`src/rtl/arith_sequencer.sv`:
```
// Sequences ADD/SUB/MUL/DIV over one shared external 8-bit adder-subtractor.
// ADD/SUB and divide-by-zero finish in 2 cycles, MUL and DIV in 9; a start while busy is dropped.
module arith_sequencer #(
  parameter int WIDTH = 8
) (
  input  logic               clk,
  input  logic               rst,
  input  logic               start,
  input  logic [1:0]         opcode,
  input  logic [WIDTH-1:0]   a_in,
  input  logic [WIDTH-1:0]   b_in,
  output logic               busy,
  output logic               done,
  output logic [2*WIDTH-1:0] result,
  output logic               flag,
  output logic               as_op,
  output logic [WIDTH-1:0]   as_a,
  output logic [WIDTH-1:0]   as_b,
  input  logic [WIDTH-1:0]   as_s,
  input  logic               as_c
);

  typedef enum logic [2:0] {IDLE, ADDSUB, MUL, DIV, DONE} state_t;

  state_t             state;
  logic [1:0]         op_q;
  logic [WIDTH-1:0]   a_q;
  logic [WIDTH-1:0]   b_q;
  logic [WIDTH-1:0]   hi;   // MUL: upper product half, DIV: partial remainder
  logic [WIDTH-1:0]   lo;   // MUL: multiplier shifting out, DIV: dividend/quotient
  logic [2:0]         cnt;

  logic               div_zero;
  logic               accept;
  logic [WIDTH-1:0]   r_shift;
  logic [WIDTH-1:0]   r_next;
  logic [WIDTH-1:0]   q_next;
  logic [2*WIDTH-1:0] mul_next;

  assign div_zero = (b_q == '0);
  assign r_shift  = {hi[WIDTH-2:0], lo[WIDTH-1]};
  // A set remainder MSB means the shifted value exceeds any 8-bit divisor.
  assign accept   = hi[WIDTH-1] | as_c;
  assign r_next   = accept ? as_s : r_shift;
  assign q_next   = {lo[WIDTH-2:0], accept};
  assign mul_next = {as_c, as_s, lo[WIDTH-1:1]};

  always_comb begin
    as_op = 1'b0;
    as_a  = '0;
    as_b  = '0;
    case (state)
      ADDSUB: begin
        as_op = op_q[0];
        as_a  = a_q;
        as_b  = b_q;
      end
      MUL: begin
        as_a = hi;
        as_b = lo[0] ? a_q : '0;
      end
      DIV: begin
        if (!div_zero) begin
          as_op = 1'b1;
          as_a  = r_shift;
          as_b  = b_q;
        end
      end
      default: ;
    endcase
  end

  always_ff @(posedge clk) begin
    if (rst) begin
      state  <= IDLE;
      op_q   <= '0;
      a_q    <= '0;
      b_q    <= '0;
      hi     <= '0;
      lo     <= '0;
      cnt    <= '0;
      busy   <= 1'b0;
      done   <= 1'b0;
      result <= '0;
      flag   <= 1'b0;
    end else begin
      done <= 1'b0;
      case (state)
        IDLE, DONE: begin
          state <= IDLE;
          if (start) begin
            op_q <= opcode;
            a_q  <= a_in;
            b_q  <= b_in;
            cnt  <= '0;
            busy <= 1'b1;
            hi   <= '0;
            if (!opcode[1]) begin
              state <= ADDSUB;
            end else if (!opcode[0]) begin
              state <= MUL;
              lo    <= b_in;
            end else begin
              state <= DIV;
              lo    <= a_in;
            end
          end
        end
        ADDSUB: begin
          result <= {{WIDTH{1'b0}}, as_s};
          flag   <= op_q[0] ? ~as_c : as_c;
          busy   <= 1'b0;
          done   <= 1'b1;
          state  <= DONE;
        end
        MUL: begin
          {hi, lo} <= mul_next;
          cnt      <= cnt + 3'd1;
          if (cnt == 3'd7) begin
            result <= mul_next;
            flag   <= 1'b0;
            busy   <= 1'b0;
            done   <= 1'b1;
            state  <= DONE;
          end
        end
        DIV: begin
          if (div_zero) begin
            result <= {a_q, {WIDTH{1'b1}}};
            flag   <= 1'b1;
            busy   <= 1'b0;
            done   <= 1'b1;
            state  <= DONE;
          end else begin
            hi  <= r_next;
            lo  <= q_next;
            cnt <= cnt + 3'd1;
            if (cnt == 3'd7) begin
              result <= {r_next, q_next};
              flag   <= 1'b0;
              busy   <= 1'b0;
              done   <= 1'b1;
              state  <= DONE;
            end
          end
        end
        default: state <= IDLE;
      endcase
    end
  end

endmodule

```
`config.mk`:
```
export PLATFORM = sky130hd
export DESIGN_NAME = arith_sequencer
export DESIGN_NICKNAME = d
export VERILOG_FILES = /design/src/rtl/arith_sequencer.sv
export SDC_FILE = /design/constraint.sdc
export NUM_CORES = 1
export LEC_CHECK = 0
export BUFFER_PORTS_ARGS = -buffer_cell sky130_fd_sc_hd__buf_2
export CORE_ASPECT_RATIO = 0.7
export CORE_UTILIZATION = 55
export CTS_CLUSTER_DIAMETER = 120
export CTS_CLUSTER_SIZE = 12
export DETAILED_ROUTE_END_ITERATION = 16
export PLACE_DENSITY_LB_ADDON = 0.05
export SYNTH_ARGS = -nofsm -noshare
export SYNTH_HDL_FRONTEND = slang
export SYNTH_SLANG_ARGS = --single-unit
```
`constraint.sdc`:
```
create_clock -name clk -period 2.13 [get_ports clk]
set_clock_uncertainty 0.15 [all_clocks]
set_input_delay 0.1065 -clock clk [delete_from_list [all_inputs] [get_ports clk]]
set_output_delay 0.1065 -clock clk [all_outputs]
set_load 0.01 [all_outputs]
```
# Word level (Yosys, flattened, before mapping)
# Cells that the tools add are included.
[word_totals]
regBits = 58
input_bits = 30
out_inout_bits = 36
elab_cells = 75
[classes]
n_addsub = 1
eq_ne = 10
n_mux = 40
bitwise_logic = 2
n_reduce_logical = 11
[op_table]
columns = ["cell", "n"]
rows = [
  ["$pmux 8 s3", 4],
  ["$mux 8", 10],
  ["$mux 16", 3],
  ["$pmux 16 s3", 1],
  ["$mux 3", 4],
  ["$pmux 3 s4", 1],
  ["$mux 1", 10],
  ["$pmux 3 s3", 1],
  ["$logic_not 8->1", 1],
  ["$ne 2x2->1 const B", 4],
  ["$eq 3x2->1 const B", 2],
  ["$eq 3x3->1 const B", 2],
  ["$pmux 1 s3", 2],
  ["$reduce_and 3->1", 2],
  ["$reduce_bool 3->1", 2],
  ["$mux 2", 2],
  ["$pmux 1 s4", 1],
  ["$reduce_and 2->1", 2],
  ["$reduce_and 4->1", 1],
  ["$reduce_bool 4->1", 1],
  ["$add 3x1->3 const B", 1],
  ["$eq 3x1->1 const B", 1],
  ["$logic_not 3->1", 1],
  ["$ne 3x3->1 const B", 1],
  ["other kinds (4)", 4],
]

# Logic depth before layout (Yosys ltp)
[depth]
depth_word = 5
depth_mapped = 7
ltp_nobuf = 6

# Least setup slack after synthesis
# No wires, ideal clock.
[synth_path]
path_kind = "reg-to-reg"
startpoint = "reg b_q[3]"
endpoint = "reg result[6]"
setup_ps = 117
t_arrival_ps = 1539
required_ps = 1863
setup_slack_ps = 324
stages_incl_launch_ff = 6
cell_sequence = "dfxtp_1 -> or4_4 -> o21ai_2 -> a21oi_2 -> buf_6 -> a22o_1"
[synth_between]
elab_chain_cells = 3
elab_cells_between_ends = 5
[synth_lines]
columns = ["item", "line_no", "rtl"]
rows = [
  ["start: declaration", "28", "logic [WIDTH-1:0] b_q;"],
  ["start signal: assignment", "94", "b_q <= b_in;"],
  ["$logic_not 8->1 *", "40", "assign div_zero = (b_q == '0);"],
  ["$ne 3x3->1 (no line) / $mux 16 (equally long branches)", "-", ""],
  ["$reduce_and 3->1 (no line) / $pmux 16 s3 (equally long branches)", "-", ""],
  ["end signal: assignment", "110", "result <= {{WIDTH{1'b0}}, as_s};"],
  ["end signal: assignment", "120", "result <= mul_next;"],
  ["end signal: assignment", "129", "result <= {a_q, {WIDTH{1'b1}}};"],
  ["end: declaration", "14", "output logic [2*WIDTH-1:0] result,"],
]
# Mark *: on every way between the ends. The rest lies on a longest branch, timed or not.
# A chain may end at the register's enable or synchronous reset.

# Worst setup path in the final report
[layout_path]
startpoint = "reg b_q[6]"
endpoint = "out as_a[7]"
[layout_between]
elab_chain_cells = 3
[layout_lines]
columns = ["item", "line_no", "rtl"]
rows = [
  ["$logic_not 8->1", "40", ""],
  ["$mux 8", "63", "if (!div_zero) begin"],
  ["$pmux 8 s3", "52", "case (state)"],
  ["end: declaration", "17", "output logic [WIDTH-1:0] as_a,"],
]
# No other way between the ends.

==> results.yml <==
run_status:
  status: "finished with violations"
  violations: "negative setup slack"
synthesis:
  netlist_area_sq_um: 3240
  yosysWarnings: 0
  synthSimpleGateAreaFrac_pct: 19.2
  yosysMostFrequentCell: "nand2_1"
  synth_fa_ha_area_share_pct: 0.772
  synth.avg_cell_area_sq_um: 8.25
  synth_top_area_cell: "dfxtp_1"
  yosys_register_bits: 58
  synth_top_area_share_pct: 35.8
  synth_edf_count: 0
  synth_top_family_by_area: "compound AO/OA/AOI/OAI gates"
  syn_nets: 425
  synthTopCellsByArea: "dfxtp_1, mux2i_1, nand2_1"
  synth_ff_type: "dfxtp_1"
  synth_compound_area_share_pct: 30.3
  synthTopCellsByCount: "nand2_1, dfxtp_1, a21oi_1"
  async_flop_share_pct: 0
  syn_inst: 393
  ys_seq_area_share_pct: 35.8
  synthMuxAreaShare_pct: 7.41
  synth_xor_area_share_pct: 0.270
  synth_cell_types: 48
floorplanning:
  pin_count: 66
  start_util_pct: 59.5
  die_h_um: 66.2
  die_area_sq_um: 6210
  rows: 22
  fp.dieW_um: 93.7
  design.core.area_sq_um: 5450
setup_path:
  cp-start-kind: "flip-flop"
  critical_path_arrival_ns: 1.89
  worst-setup-path-type: "reg -> out"
  end_kind: "output pin"
  cp_max_fo: 5
  worst_ep_required_time_ns: 1.87
placement:
  dp_worst_setup_slack_ns: 0.183
  dpl.hpwl_um: 7250
  dpl-instance-area_sq_um: 3690
  portBuffers: 65
  globalplace.congestion: 0.927
power_and_ir_drop:
  p_sw_share_pct: 32.9
  switching_power_mw: 0.924
  combPwrFrac_pct: 23.7
  leakage_nw: 1.81
  p_total_mw: 2.81
  internal-power_mw: 1.89
  pwr-share-clk_pct: 32.8
  peakVddDrop_mv: 0.427
  sequentialPowerShare_pct: 43.6
  p_per_area_nw_per_um2: 672
grt:
  grt_use_total_pct: 36.5
  grt_pass1_vias: 3175
  gr-usage-met2_pct: 50.1
  gr-usage-met1_pct: 50.6
  grt_overflow: 0
  grt_pass1_wl_um: 16800
  grt_start_max_net_pins: 47
  top_usage_layer: "met1"
  antenna_found_initial: 0
  met3_usage_pct: 11.6
clocking:
  htreeDepth: 3
  clk_pin_slew_ns: 0.06
  clk_latency_ns: 0.36
  cts_buffers: 9
  clockBufferDepth: 2
  cts_tree: "yes"
  clock_sinks: 58
  root_buffer: "clkbuf_8"
routing:
  drt_iter0_markers: 434
  ant_nets: 0
  drc: 0
  first_pass_iters: 6
  routedWlPerCell_um: 20.0
  vias: 3663
  viasPerCell: 6.54
  routed_wirelength_um: 11200
run:
  cap_violations: 0
timing:
  post-route-min-period_ns: 2.14
  fin_tns_setup_ns: -0.0119
  worst_pin_slew_ns: 0.726
  maxSlewHeadroom_pct: 51.2
  finalCritPeriodShare_pct: 101
  finalHoldViolCount: 0
  finalSetupViolCount: 1
  rsz0062_at_grt: "true"
  timing.fmax_mhz: 467
  setup_ws_ns: -0.0119
  slew_viol_final: 0
final_layout:
  design_area_sq_um: 4180
  fillerInstances: 389
  drive_gt1_share_pct: 29.1
  nNetsFinal: 516
  antennaDiodeCount: 0
  area_growth_pct: 29.1
hold_path:
  hold_class: "in -> reg"
-- stage by stage --
| stage | utilization, % | std cells | hold slack [ns] |
|---|---|---|---|
| after floorplan | - | 393 | 0.0925 |
| after global placement | 67.7 | 519 | 0.211 |
| after detailed placement | 67.7 | 519 | 0.214 |
| after CTS | 74.6 | 551 | 0.0190 |
| after global routing | 76.8 | 560 | 0.0509 |
| final | 76.8 | 560 | 0.0236 |
-- cell families (layout without fill, tap and decap cells) --
logic type | after synthesis | in the layout
AOI/OAI and AO/OA | 132 | 133
xor gates and xnor gates | 1 | 1
adders and majority gates | 2 | 2
buffers and inverters | 43 | 137
DFF | 58 | 58
muxes | 24 | 24
and+or+nand+nor | 133 | 133
-- critical path: stages (launching register included) --
cell and delay (ns):
dfxtp_2 0.35, nor4_4 0.29, buf_4 0.21, a211oi_4 0.10
a222oi_1 0.36, inv_1 0.08, buf_2 0.15
-- cell type report --
class | instances | area, sq um | share of cell area, %
clock buffer | 12 | 155 | 3.71
clock inverter | 3 | 15.0 | 0.359
inverter | 10 | 41.3 | 0.987
multi-input combinational | 293 | 1950 | 46.7
sequential | 58 | 1170 | 28.1
tap | 72 | 90.1 | 2.15
timing repair buffer | 112 | 754 | 18.0
-- power groups by stage --
stage | Combinational [mW] | Sequential, mW | Clock [mW]
final | 0.665 | 1.22 | 0.921
after floorplan | 0.377 | 1.21 | 0
after CTS | 0.602 | 1.22 | 0.918
after global placement | 0.552 | 1.23 | 0
after global routing | 0.708 | 1.23 | 0.977
after detailed placement | 0.565 | 1.24 | 0
-- worst paths after layout --
kind / from / endpoint / slack (ns) / cells after the start
setup / recovery: b_q[6] / as_a[7] / -0.01 / 6
hold / removal: as_s[1] / result[8] / 0.02 / 4
setup reg to reg: b_q[7] / result[11] / 0.14 / 6
hold reg to reg: busy / busy / 0.31 / 1
-- state kept, by name (all words and copies together), names as in the netlist --
register	flops
done	1
busy	1
op_q	1
cnt	3
flag	1
a_q	8
hi	8
lo	8
b_q	8
state	3
result	16
-- timing repair --
item / in CTS / in global routing
cloned: 0 / 2
endpoints found under the hold margin: 17 / 0
resized for setup: 7 / 13
endpoints found under the setup margin: 16 / 17
hold buffers: 17 / 0
setup buffers: 0 / 7
pin swaps: 0 / 6
-- cell usage in the layout (no fill, tap or decap), drive strengths merged, types with 3 or more instances in the layout --
| cell | count |
|---|---|
| nor2b | 3 |
| dlygate4sd3 | 17 |
| o2bb2ai | 8 |
| a222oi | 8 |
| nand3 | 11 |
| nand4b | 8 |
| a2111o | 7 |
| dfxtp | 58 |
| clkinv | 3 |
| a21oi | 32 |
| nand2b | 3 |
| o221a | 8 |
| clkbuf | 13 |
| o22ai | 7 |
| a22o | 16 |
| inv | 9 |
| o21ai | 25 |
| mux2i | 24 |
| o31ai | 4 |
| nand2 | 64 |
| a211oi | 9 |
| buf | 94 |
| nor2 | 31 |
| nor3 | 3 |
-- routing by layer --
layer | wire, um | share of wire, % | vias to the layer above
met2 | 4820 | 43 | 281
met3 | 1450 | 13 | 39
met4 | 320 | 2.9 | 0
li1 | - | - | 1644
met1 | 4640 | 41 | 1699
met5 | 0 | 0 | -
Note: power is estimated with default switching activity, not from simulation.
